`src/rtl/mult_div_unit.sv`:
```
`default_nettype none
// ============================================================================
// Module   : mult_div_unit
// Brief    : Iterative radix-2 multiply/divide unit (MULT/MULTU/DIV/DIVU)
//            with architectural HI/LO registers, one bit per cycle.
// Revision : 1.0 - initial release
// ============================================================================
module mult_div_unit #(
    parameter int WIDTH = 32,
    parameter int CNT_W = $clog2(WIDTH + 1)
) (
    input  logic             clock,
    input  logic             reset,
    input  logic             Start,
    input  logic [1:0]       Op,
    input  logic [WIDTH-1:0] OperandA,
    input  logic [WIDTH-1:0] OperandB,
    input  logic             Cancel,
    input  logic             WriteHI,
    input  logic             WriteLO,
    input  logic [WIDTH-1:0] WriteData,
    output logic             Busy,
    output logic             Done,
    output logic             DivByZero,
    output logic [WIDTH-1:0] HI,
    output logic [WIDTH-1:0] LO
);

    typedef enum logic [1:0] {
        S_IDLE = 2'd0,
        S_RUN  = 2'd1,
        S_FIX  = 2'd2
    } state_t;

    localparam logic [CNT_W-1:0] c_count_init = CNT_W'(WIDTH);
    localparam logic [CNT_W-1:0] c_count_one  = CNT_W'(1);

    state_t           r_state;
    state_t           w_state_next;
    logic [CNT_W-1:0] r_count;
    logic [WIDTH-1:0] r_acc;
    logic [WIDTH-1:0] r_q;
    logic [WIDTH-1:0] r_b;
    logic [WIDTH-1:0] r_hi;
    logic [WIDTH-1:0] r_lo;
    logic             r_is_div;
    logic             r_neg_q;
    logic             r_neg_r;
    logic             r_dbz_pend;
    logic             r_done;
    logic             r_dbz;

    // Operand conditioning at launch: Op[0]=0 selects the signed variants
    logic             w_signed;
    logic             w_sign_a;
    logic             w_sign_b;
    logic [WIDTH-1:0] w_mag_a;
    logic [WIDTH-1:0] w_mag_b;
    logic             w_div_zero;
    logic             w_launch;

    assign w_signed   = ~Op[0];
    assign w_sign_a   = w_signed & OperandA[WIDTH-1];
    assign w_sign_b   = w_signed & OperandB[WIDTH-1];
    assign w_mag_a    = w_sign_a ? -OperandA : OperandA;
    assign w_mag_b    = w_sign_b ? -OperandB : OperandB;
    assign w_div_zero = Op[1] & ~|OperandB;
    assign w_launch   = (r_state == S_IDLE) & Start & ~Cancel;

    // Shift-add multiply step: {r_acc, r_q} shifts right, multiplier drains from r_q
    logic [WIDTH:0]   w_add;
    logic [WIDTH:0]   w_mul_sum;
    logic [WIDTH-1:0] w_mul_acc;
    logic [WIDTH-1:0] w_mul_q;

    assign w_add     = {1'b0, r_acc} + {1'b0, r_b};
    assign w_mul_sum = r_q[0] ? w_add : {1'b0, r_acc};
    assign w_mul_acc = w_mul_sum[WIDTH:1];
    assign w_mul_q   = {w_mul_sum[0], r_q[WIDTH-1:1]};

    // Restoring divide step; remainder < divisor keeps the trial difference
    // within WIDTH+1 bits, so its top bit is a borrow flag
    logic [WIDTH:0]   w_shift;
    logic [WIDTH:0]   w_diff;
    logic             w_fits;
    logic [WIDTH-1:0] w_div_acc;
    logic [WIDTH-1:0] w_div_q;

    assign w_shift   = {r_acc, r_q[WIDTH-1]};
    assign w_diff    = w_shift - {1'b0, r_b};
    assign w_fits    = ~w_diff[WIDTH];
    assign w_div_acc = w_fits ? w_diff[WIDTH-1:0] : w_shift[WIDTH-1:0];
    assign w_div_q   = {r_q[WIDTH-2:0], w_fits};

    logic [2*WIDTH-1:0] w_prod;
    logic [2*WIDTH-1:0] w_prod_fix;
    logic [WIDTH-1:0]   w_quot;
    logic [WIDTH-1:0]   w_rem;
    logic [WIDTH-1:0]   w_res_hi;
    logic [WIDTH-1:0]   w_res_lo;

    assign w_prod     = {r_acc, r_q};
    assign w_prod_fix = r_neg_q ? -w_prod : w_prod;
    assign w_quot     = r_neg_q ? -r_q : r_q;
    assign w_rem      = r_neg_r ? -r_acc : r_acc;
    assign w_res_hi   = r_is_div ? w_rem  : w_prod_fix[2*WIDTH-1:WIDTH];
    assign w_res_lo   = r_is_div ? w_quot : w_prod_fix[WIDTH-1:0];

    always_ff @(posedge clock or posedge reset) begin
        if (reset) begin
            r_state <= S_IDLE;
        end else begin
            r_state <= w_state_next;
        end
    end

    always_comb begin
        w_state_next = r_state;
        case (r_state)
            S_IDLE: begin
                if (Start && !Cancel) begin
                    w_state_next = w_div_zero ? S_FIX : S_RUN;
                end
            end
            S_RUN: begin
                if (Cancel) begin
                    w_state_next = S_IDLE;
                end else if (r_count == c_count_one) begin
                    w_state_next = S_FIX;
                end
            end
            S_FIX:   w_state_next = S_IDLE;
            default: w_state_next = S_IDLE;
        endcase
    end

    always_ff @(posedge clock or posedge reset) begin
        if (reset) begin
            r_count    <= '0;
            r_acc      <= '0;
            r_q        <= '0;
            r_b        <= '0;
            r_hi       <= '0;
            r_lo       <= '0;
            r_is_div   <= 1'b0;
            r_neg_q    <= 1'b0;
            r_neg_r    <= 1'b0;
            r_dbz_pend <= 1'b0;
            r_done     <= 1'b0;
            r_dbz      <= 1'b0;
        end else begin
            r_done <= 1'b0;
            r_dbz  <= 1'b0;
            case (r_state)
                S_IDLE: begin
                    if (WriteHI) begin
                        r_hi <= WriteData;
                    end
                    if (WriteLO) begin
                        r_lo <= WriteData;
                    end
                    if (w_launch) begin
                        r_acc      <= '0;
                        r_q        <= w_mag_a;
                        r_b        <= w_mag_b;
                        r_count    <= w_div_zero ? '0 : c_count_init;
                        r_is_div   <= Op[1];
                        r_neg_q    <= w_sign_a ^ w_sign_b;
                        r_neg_r    <= w_sign_a;
                        r_dbz_pend <= w_div_zero;
                    end
                end
                S_RUN: begin
                    if (Cancel) begin
                        r_count <= '0;
                    end else begin
                        r_count <= r_count - c_count_one;
                        r_acc   <= r_is_div ? w_div_acc : w_mul_acc;
                        r_q     <= r_is_div ? w_div_q   : w_mul_q;
                    end
                end
                S_FIX: begin
                    if (!Cancel) begin
                        r_done <= 1'b1;
                        if (r_dbz_pend) begin
                            r_dbz <= 1'b1;
                        end else begin
                            r_hi <= w_res_hi;
                            r_lo <= w_res_lo;
                        end
                    end
                end
                default: begin
                    r_count <= '0;
                end
            endcase
        end
    end

    assign Busy      = (r_state != S_IDLE);
    assign Done      = r_done;
    assign DivByZero = r_dbz;
    assign HI        = r_hi;
    assign LO        = r_lo;

endmodule
`default_nettype wire
```
`config.mk`:
```
export PLATFORM = sky130hd
export DESIGN_NAME = mult_div_unit
export DESIGN_NICKNAME = d
export VERILOG_FILES = /design/src/rtl/mult_div_unit.sv
export SDC_FILE = /design/constraint.sdc
export NUM_CORES = 1
export LEC_CHECK = 0
export CORE_MARGIN = 2
export CORE_UTILIZATION = 50
export CTS_CLUSTER_DIAMETER = 50
export DETAILED_ROUTE_END_ITERATION = 8
export GPL_TIMING_DRIVEN = 0
export PLACE_DENSITY = 0.72
export SKIP_LAST_GASP = 1
export SYNTH_ARGS = -nofsm -noshare
export SYNTH_HDL_FRONTEND = slang
export SYNTH_SLANG_ARGS = --single-unit
```
`constraint.sdc`:
```
create_clock -name clock -period 14 [get_ports clock]
set_clock_uncertainty 0.05 [all_clocks]
set_input_delay 2.1 -clock clock [delete_from_list [all_inputs] [get_ports clock]]
set_output_delay 2.1 -clock clock [all_outputs]
set_load 0.02 [all_outputs]
```
==> reports/results.ini, run 1 <==
[run_status]
status=finished clean

[sta]
period_needed_ns=5.218
setup_ws_ns=8.782
setup_violations=0
fin_crit_sh=0.3727
relSlewSlack=0.2660
final_max_slew_viol_count=0
worst_pin_slew_ns=1.073
hold_violations=0
fin_tns_setup_ns=0
rsz0062_at_grt=no
max_freq_ghz=0.1916

[yosys]
async_reset_ff_frac=1.000
ys_seq_elements=174
synth_edf_count=0
synth_area_per_cell_sq_um=7.837
synth_area_sq_mm=0.01473
synth_cells=1879
yosysSeqAreaShare=0.2957
ys.flop_type=dfrtp_1
synth_nets=2055
synth.distinct_cells=80
ys.warnings.count=0

[pwr]
peakVddDrop_mv=0.08130
powerDensity_mw_per_mm2=193.9
p_leak_uw=0.007448
power_uw=3400

[floorplan]
fp.coreArea_sq_mm=0.02886
initial_core_util=0.5103
dieArea_sq_mm=0.03084
die_h_um=175.6
die_w_um=175.6
io_pins=171
row_count=62

[layout]
layout-drive-gt1-share=0.03652
fillers=2676
diodes=0
fin_nets=2244
layout_commonest_cell=nand2_1
most-common-layout-cells=271 x nand2_1, 214 x o21ai_0, 174 x dfrtp_1
multi_input_area_sq_mm=0.009672
final_cell_area_sq_mm=0.01754
area_delta_synth_final_pct=19.09
ff_latch_area_sq_mm=0.004354

[drt]
final_antenna_net_count=0
drt_iter0_markers=1759
via_count=15380
drcViolationCount=0
postRouteWirelength_um=54020
viasPerCell=6.238
first_pass_iters=7
wl_per_cell_um=21.92

[placement]
placed_area_sq_mm=0.01694
pre_cts_ws_ns=8.553
dp_hpwl_um=43080
gp_congestion=0.9674
portBuffers=169

[clocking]
cts_resized=0
clk_pin_slew_ns=0.07
htreeDepth=4
cts_tree=built
clk_path_buf_depth=2
numCtsBuffers=17
postCtsSetupRepairBufs=0
clock-sinks=174
insertion_delay_ns=0.45
hold_buffers=0
cts_root_buffer=clkbuf_16

[global_route]
grt_max_degree=119
grt_pass1_vias=14170
antenna_found_initial=0
grt-ovfl-total=0
grt_use_total=0.3506
grt_first_pass_wirelength_um=83190

[worst_setup_path]
start_kind=flip-flop
end_kind=flip-flop
crit_type=flip-flop to flip-flop
cp.required_ns=14.28
critPathMaxFanout=10
crit_arrival_ns=5.50

[run]
drv_cap=0

[min_path]
hold_class=flip-flop to flip-flop

[report_power, final]
| part | switching (uW) | total (uW) | internal [uW] | leakage, uW |
|---|---|---|---|---|
| Sequential | 205 | 831 | 626 | 0.00219 |
| Clock | 225 | 499 | 274 | 0.000288 |
| Combinational | 1270 | 2070 | 801 | 0.00497 |
[layout make-up]
cell class,count,area share
clock buffers,20,0.02604
clock inverters,12,0.007777
inverters,66,0.01455
multi-input cells,1520,0.5515
repair buffers,170,0.09803
flip-flops and latches,174,0.2483
plain buffers,119,0.02640
well taps,384,0.02740
[per-layer routing]
layer / vias up / global-route usage / routed length, um
met5: - / 0 / 0
met4: 0 / 0.1102 / 1592
met3: 94 / 0.05584 / 5206
met2: 794 / 0.5264 / 22770
met1: 7329 / 0.5167 / 24450
li1: 7159 / - / -
[kinds of logic (layout without fill, tap and decap cells)]
group,Yosys count,in the layout,share of synthesized area
xor gates and xnor gates,166,166,0.09873
muxes,66,66,0.04537
buffers and inverters,185,387,0.04826
adders and majority gates,72,72,0.06220
and+or+nand+nor,614,614,0.1958
AOI/OAI and AO/OA,602,602,0.2540
DFF,174,174,0.2957
[worst max-delay path, cell delays in order (launching register included)]
cell	delay (ns)
dfrtp_1	0.40
clkbuf_1	0.35
inv_1	0.16
fa_1	0.46
nor2b_1	0.31
o31ai_1	0.17
a31oi_1	0.49
a41o_1	0.46
o21ai_1	0.13
a21boi_0	0.52
or2_2	0.21
clkbuf_1	0.34
clkbuf_1	0.60
o21ai_0	0.21
a21o_1	0.22
[cells in the mapped netlist (10+ instances only)]
| master | instances | area [sq um] |
|---|---|---|
| nand2_1 | 271 | 1017 |
| o21ai_0 | 214 | 1071 |
| dfrtp_1 | 174 | 4354 |
| a21oi_1 | 143 | 715.7 |
| nor2_1 | 112 | 420.4 |
| clkbuf_1 | 107 | 401.6 |
| xnor2_1 | 96 | 840.8 |
| ha_1 | 70 | 875.8 |
| xor2_1 | 70 | 613.1 |
| inv_1 | 65 | 244.0 |
| mux2i_1 | 60 | 600.6 |
| nor3_1 | 41 | 205.2 |
| a21o_1 | 32 | 240.2 |
| o221ai_1 | 28 | 245.2 |
| o31ai_1 | 26 | 195.2 |
| nand3_1 | 25 | 125.1 |
| or3_1 | 23 | 143.9 |
| a211oi_1 | 20 | 150.1 |
| nand2b_1 | 19 | 118.9 |
| and2_1 | 17 | 106.4 |
| a21boi_0 | 15 | 112.6 |
| nand4_1 | 15 | 93.84 |
| or4_1 | 15 | 112.6 |
| nor4_1 | 14 | 87.58 |
| and3_1 | 13 | 81.33 |
| nor2b_1 | 13 | 81.33 |
| o21ai_1 | 13 | 65.06 |
| o41ai_1 | 11 | 96.34 |
| or2_2 | 11 | 68.82 |
| a31oi_1 | 10 | 62.56 |
[registers in the layout (all words and copies together), names as in the netlist]
register    flops
DivByZero       1
Done            1
HI             32
LO             32
r_acc          32
r_b            32
r_count         6
r_dbz_pend      1
r_is_div        1
r_neg_q         1
r_neg_r         1
r_q            32
r_state         2
[final timing paths]
path | cells after the start | from | end | slack [ns]
setup reg to reg | 14 | r_acc[0]$_DFFE_PP0P_ | r_acc[17]$_DFFE_PP0P_ | 8.78
hold / removal | 2 | LO[5]$_DFFE_PP0P_ | LO[5]$_DFFE_PP0P_ | 0.43
min in group asynchronous | 2 | reset | LO[17]$_DFFE_PP0P_ | 2.02
setup / recovery | 14 | r_acc[0]$_DFFE_PP0P_ | r_acc[17]$_DFFE_PP0P_ | 8.78
hold reg to reg | 2 | LO[5]$_DFFE_PP0P_ | LO[5]$_DFFE_PP0P_ | 0.43
max in group asynchronous | 3 | reset | r_b[17]$_DFFE_PP0P_ | 10.93
[metrics by stage]
stage / hold WS [ns] / util / std cells
global route: 0.4593 / 0.6077 / 2465
detailed placement: 0.4208 / 0.5871 / 2433
floorplan: 0.4142 / - / 1879
global placement: 0.4156 / 0.5855 / 2432
finish: 0.4293 / 0.6077 / 2465
CTS: 0.4366 / 0.6077 / 2465
(Power assumes the default switching activity.)
==> inputs of run 2 (changes only) <==
--- a/config.mk
+++ b/config.mk
@@ -10,7 +10,7 @@
 export CTS_CLUSTER_DIAMETER = 50
 export DETAILED_ROUTE_END_ITERATION = 8
 export GPL_TIMING_DRIVEN = 0
-export PLACE_DENSITY = 0.72
+export PLACE_DENSITY = 0.75
 export SKIP_LAST_GASP = 1
 export SYNTH_ARGS = -nofsm -noshare
 export SYNTH_HDL_FRONTEND = slang
==> constraint.sdc (replaced) <==
create_clock -name clock -period 4.4 [get_ports clock]
set_clock_uncertainty 0.05 [all_clocks]
set_input_delay 0.66 -clock clock [delete_from_list [all_inputs] [get_ports clock]]
set_output_delay 0.66 -clock clock [all_outputs]
set_load 0.02 [all_outputs]
==> run 2 against run 1 <==
  * Critical path depth did not move
  * Routed wire length rose by 1.4%
  * Combinational power rose to 3.2 times the previous value
  * Clock-buffer cell count shrank 2
  * Via count is 0.50% higher
  * Final cell count is essentially flat
  * Setup slack got worse by 8.7 ns
  * Critical path type unchanged
  * Largest power group unchanged
  * Highest routed layer is now met5
==> reports/results.ini, run 2 (synthesized netlist as in run 1, its figures left out) <==
[sta]
worst_pin_slew_ns=1.251
rsz0062_at_grt=no
max_freq_ghz=0.2323
hold_violations=0
final_max_slew_viol_count=0
period_needed_ns=4.304
fin_crit_sh=0.9782
worst_hold_slack_ns=0.4312
relSlewSlack=0.1545
fin_tns_setup_ns=0
setup_violations=0

[layout]
area_delta_synth_final_pct=19.00
fillers=2691
fin_nets=2245
layout_commonest_cell=nand2_1
most-common-layout-cells=271 x nand2_1, 214 x o21ai_0, 173 x dfrtp_1
layout-drive-gt1-share=0.04085

[floorplan]
initial_core_util=0.5103
fp.coreArea_sq_mm=0.02886
dieArea_sq_mm=0.03084
row_count=62
die_w_um=175.6
die_h_um=175.6
io_pins=171

[drt]
drt_iter0_markers=1811
viasPerCell=6.266
postRouteWirelength_um=54760
final_antenna_net_count=0
drcViolationCount=0
wl_per_cell_um=22.20
first_pass_iters=6
via_count=15450

[global_route]
grt_pass1_vias=14330
grt_use_total=0.3548
grt_first_pass_wirelength_um=84040
antenna_found_initial=1
grt-ovfl-total=0
grt_max_degree=41

[worst_setup_path]
path_cells=inv_1 -> ha_1 -> fa_1 -> nor2b_1 -> o31ai_1 -> a31oi_2 -> a41o_2 -> o21ai_1 -> and3b_1 -> or2_2 -> clkbuf_1 -> clkbuf_2 -> a221oi_1 -> a21oi_1
critPathMaxFanout=10
slowest_stage=dfrtp_1
start_kind=flip-flop
cp.required_ns=4.66
crit_type=flip-flop to flip-flop
critPathMaxStageDelay_ns=0.43
crit_path_start=r_q[31]$_DFFE_PP0P_
rr_startpoint=r_q[31]$_DFFE_PP0P_
end_kind=flip-flop
crit_arrival_ns=4.57

[pwr]
powerDensity_mw_per_mm2=611.3
peakVddDrop_mv=0.2726
power_uw=10710
p_leak_uw=0.007428

[clocking]
clk_path_buf_depth=2
cts_root_buffer=clkbuf_16
insertion_delay_ns=0.45
cts_tree=built
postCtsSetupRepairBufs=0
clock-sinks=174
numCtsBuffers=17
hold_buffers=0
htreeDepth=4
clk_pin_slew_ns=0.08

[placement]
dp_hpwl_um=44050
portBuffers=169
gp_congestion=0.9935

[min_path]
min_from=LO[7]$_DFFE_PP0P_
hold_class=flip-flop to flip-flop

[run_status]
status=finished clean

[run]
drv_cap=0

run 2: changes by cell type in the layout (fill, tap and decap cells not counted), sizes merged:
| cell | change |
|---|---|
| clkbuf | -4 |
| buf | +3 |
| inv | -1 |
| bufinv | -2 |
| diode | +1 |
| clkinvlp | +4 |
run 2: layout make-up:
class / instances / area [sq um] / area share
clock inverters: 13 / 93.84 / 0.005355
clock buffers: 18 / 429.2 / 0.02449
diodes: 1 / 2.502 / 0.0001428
inverters: 66 / 255.2 / 0.01457
repair buffers: 173 / 1772 / 0.1011
plain buffers: 117 / 459.2 / 0.02620
flip-flops and latches: 174 / 4355 / 0.2486
well taps: 384 / 480.5 / 0.02742
multi-input cells: 1520 / 9676 / 0.5522
run 2: where the power goes:
group | internal, uW | total, uW | switching (uW) | leakage [uW]
combinational | 2560 | 6640 | 4080 | 0.00499
clock | 721 | 1430 | 705 | 0.000249
sequential | 1990 | 2650 | 657 | 0.00218
total | 5270 | 10700 | 5440 | 0.00743
run 2: what timing repair did:
item                       CTS  global route
setup endpoints to repair   36            27
pin swaps                    0             1
gates resized for setup      6             4
run 2: worst paths after layout:
check | endpoint | slack (ns) | cells after the start
worst max-delay path | r_acc[26]$_DFFE_PP0P_ | 0.1 | 14
max in group asynchronous | r_q[3]$_DFFE_PP0P_ | 2.69 | 4
worst min-delay path | LO[7]$_DFFE_PP0P_ | 0.43 | 2
worst max register to register | r_acc[26]$_DFFE_PP0P_ | 0.1 | 14
min in group asynchronous | r_acc[26]$_DFFE_PP0P_ | 0.66 | 2
worst min register to register | LO[7]$_DFFE_PP0P_ | 0.43 | 2
run 2: metrics by stage:
| stage | util | setup WS, ns | std cells | instance area (sq um) |
|---|---|---|---|---|
| 2_1_floorplan | - | 0.9775 | 1879 | 14730 |
| 3_5_place_dp | 0.5886 | -0.4815 | 2436 | 16990 |
| 3_3_place_gp | 0.5857 | -0.4526 | 2432 | 16900 |
| 5_1_grt | 0.6071 | 0.02323 | 2465 | 17520 |
| 4_1_cts | 0.6068 | 0.08131 | 2465 | 17510 |
| 6_report | 0.6072 | 0.09580 | 2466 | 17520 |
run 2: metal layers:
| layer | vias up | GRT usage | part of all wire |
|---|---|---|---|
| met1 | 7357 | 0.5076 | 0.44 |
| met3 | 115 | 0.07446 | 0.11 |
| met5 | - | 0 | 0.00031 |
| li1 | 7146 | - | - |
| met2 | 833 | 0.5259 | 0.42 |
| met4 | 2 | 0.1353 | 0.035 |
run 2: critical path: cells and delay by family, from the launching register on:
family          cells  cell delay [ns]
flops               1             0.43
fa+ha+maj           2             0.65
compound gates      6             1.49
simple gates        3             0.87
buf+inv             3             0.68
==> inputs of run 3 (changes only) <==
--- a/config.mk
+++ b/config.mk
@@ -9,7 +9,7 @@
 export CORE_UTILIZATION = 50
 export CTS_CLUSTER_DIAMETER = 50
 export DETAILED_ROUTE_END_ITERATION = 8
-export GPL_TIMING_DRIVEN = 0
+export GPL_TIMING_DRIVEN = 1
 export PLACE_DENSITY = 0.75
 export SKIP_LAST_GASP = 1
 export SYNTH_ARGS = -nofsm -noshare
==> run 3 against run 2 <==
  * Critical path type unchanged
  * Critical path depth fell by 2
  * Setup slack better by 0.56 ns
  * Clock-buffer cell count is 1 higher
  * Sequential power barely moved
  * Maximum frequency up 15%
  * Design area down 0.71%
  * Final cell count down 3.1%
  * Combinational power is 3% lower
  * Register-to-register slack improved by 0.56 ns
  * Utilization is 0.43 points lower
  * Worst hold slack gained 0.0040 ns
  * Via count fell by 4.3%
==> reports/results.ini, run 3 (synthesized netlist as in run 1, its figures left out) <==
[floorplan]
fp.coreArea_sq_mm=0.02886
initial_core_util=0.5103
die_w_um=175.6
dieArea_sq_mm=0.03084
io_pins=171
die_h_um=175.6
row_count=62

[layout]
most-common-layout-cells=271 x nand2_1, 214 x o21ai_0, 173 x dfrtp_1
layout_commonest_cell=nand2_1
layout-drive-gt1-share=0.05788
fin_nets=2167
area_delta_synth_final_pct=18.16

[clocking]
clk_path_buf_depth=2
clk_pin_slew_ns=0.08
clock-sinks=174
numCtsBuffers=17
cts_tree=built
cts_root_buffer=clkbuf_16
cts_resized=0
postCtsSetupRepairBufs=0
htreeDepth=4
insertion_delay_ns=0.45
hold_buffers=0

[global_route]
grt_pass1_vias=13840
antenna_found_initial=3
grt-ovfl-total=0
grt_max_degree=175
grt_use_total=0.3214
grt_first_pass_wirelength_um=78220

[drt]
drcViolationCount=0
drt_iter0_markers=1671
viasPerCell=6.193
final_antenna_net_count=0
via_count=14800
first_pass_iters=5
wl_per_cell_um=20.80
postRouteWirelength_um=49680

[worst_setup_path]
crit_arrival_ns=3.99
start_kind=flip-flop
end_kind=flip-flop
critPathMaxFanout=16
crit_type=flip-flop to flip-flop
cp.required_ns=4.65

[min_path]
hold_class=flip-flop to flip-flop

[sta]
setup_violations=0
fin_tns_setup_ns=0
rsz0062_at_grt=no
worst_hold_slack_ns=0.4352
final_max_slew_viol_count=0
hold_violations=0
max_freq_ghz=0.2673
period_needed_ns=3.741
fin_crit_sh=0.8503
worst_pin_slew_ns=1.226
relSlewSlack=0.1829

[run_status]
status=finished clean

[placement]
portBuffers=170
gp_congestion=0.9779
dp_hpwl_um=37580

[run]
drv_cap=0

[pwr]
peakVddDrop_mv=0.3269
p_leak_uw=0.007490
powerDensity_mw_per_mm2=612.4

==> run 3: critical path, cell delays in order (launching register included) <==
cell      delay [ns]
dfrtp_1         0.57
inv_1           0.15
fa_1            0.46
nor2b_1         0.22
o31ai_1         0.11
a31oi_1         0.18
buf_4           0.17
a41o_1          0.23
o21ai_1         0.09
and3b_1         0.37
or2_2           0.53
a211oi_1        0.32
o21ai_0         0.15
==> run 3: final timing paths <==
path / start / endpoint / slack [ns] / cells past startpoint
min in group asynchronous: reset / r_acc[29]$_DFFE_PP0P_ / 0.81 / 3
setup reg to reg: r_acc[0]$_DFFE_PP0P_ / r_acc[5]$_DFFE_PP0P_ / 0.66 / 12
hold / removal: LO[15]$_DFFE_PP0P_ / LO[15]$_DFFE_PP0P_ / 0.44 / 2
hold reg to reg: LO[15]$_DFFE_PP0P_ / LO[15]$_DFFE_PP0P_ / 0.44 / 2
setup / recovery: r_acc[0]$_DFFE_PP0P_ / r_acc[5]$_DFFE_PP0P_ / 0.66 / 12
max in group asynchronous: reset / r_is_div$_DFFE_PP0P_ / 2.76 / 3
==> run 3: area by class of cell <==
cell class,count,area [sq um]
diodes,1,2.502
clock buffers,19,442.9
clock inverters,13,132.6
fillers,2643,11460
inverters,66,251.5
multi-input cells,1520,9692
flip-flops and latches,174,4355
well taps,384,480.5
repair buffers,212,2042
==> run 3: per-stage QoR <==
stage               instance area [sq um]  power, uW  setup slack, ns  utilization  cells
finish                              17400      10660           0.6589       0.6029   2389
global route                        17400      11380           0.4653       0.6028   2388
CTS                                 17400      10470           0.7314       0.6028   2388
detailed placement                  16820       8903           0.6081       0.5829   2356
global placement                    16820       8790           0.6479       0.5829   2356
floorplan                           14730       6987           0.9775            -   1879
==> run 3: where the power goes <==
part	switching, uW	internal [uW]
sequential	662	1990
clock	777	775
combinational	3820	2630
total	5260	5390
==> run 3: layer usage <==
metal	share of wire	wire, um	global-route usage	vias to the layer above
li1	-	-	-	6995
met3	0.11	5230	0.05758	84
met4	0.026	1273	0.1057	4
met5	0.00060	30	0	-
met2	0.42	21070	0.4756	729
met1	0.44	22080	0.4734	6984
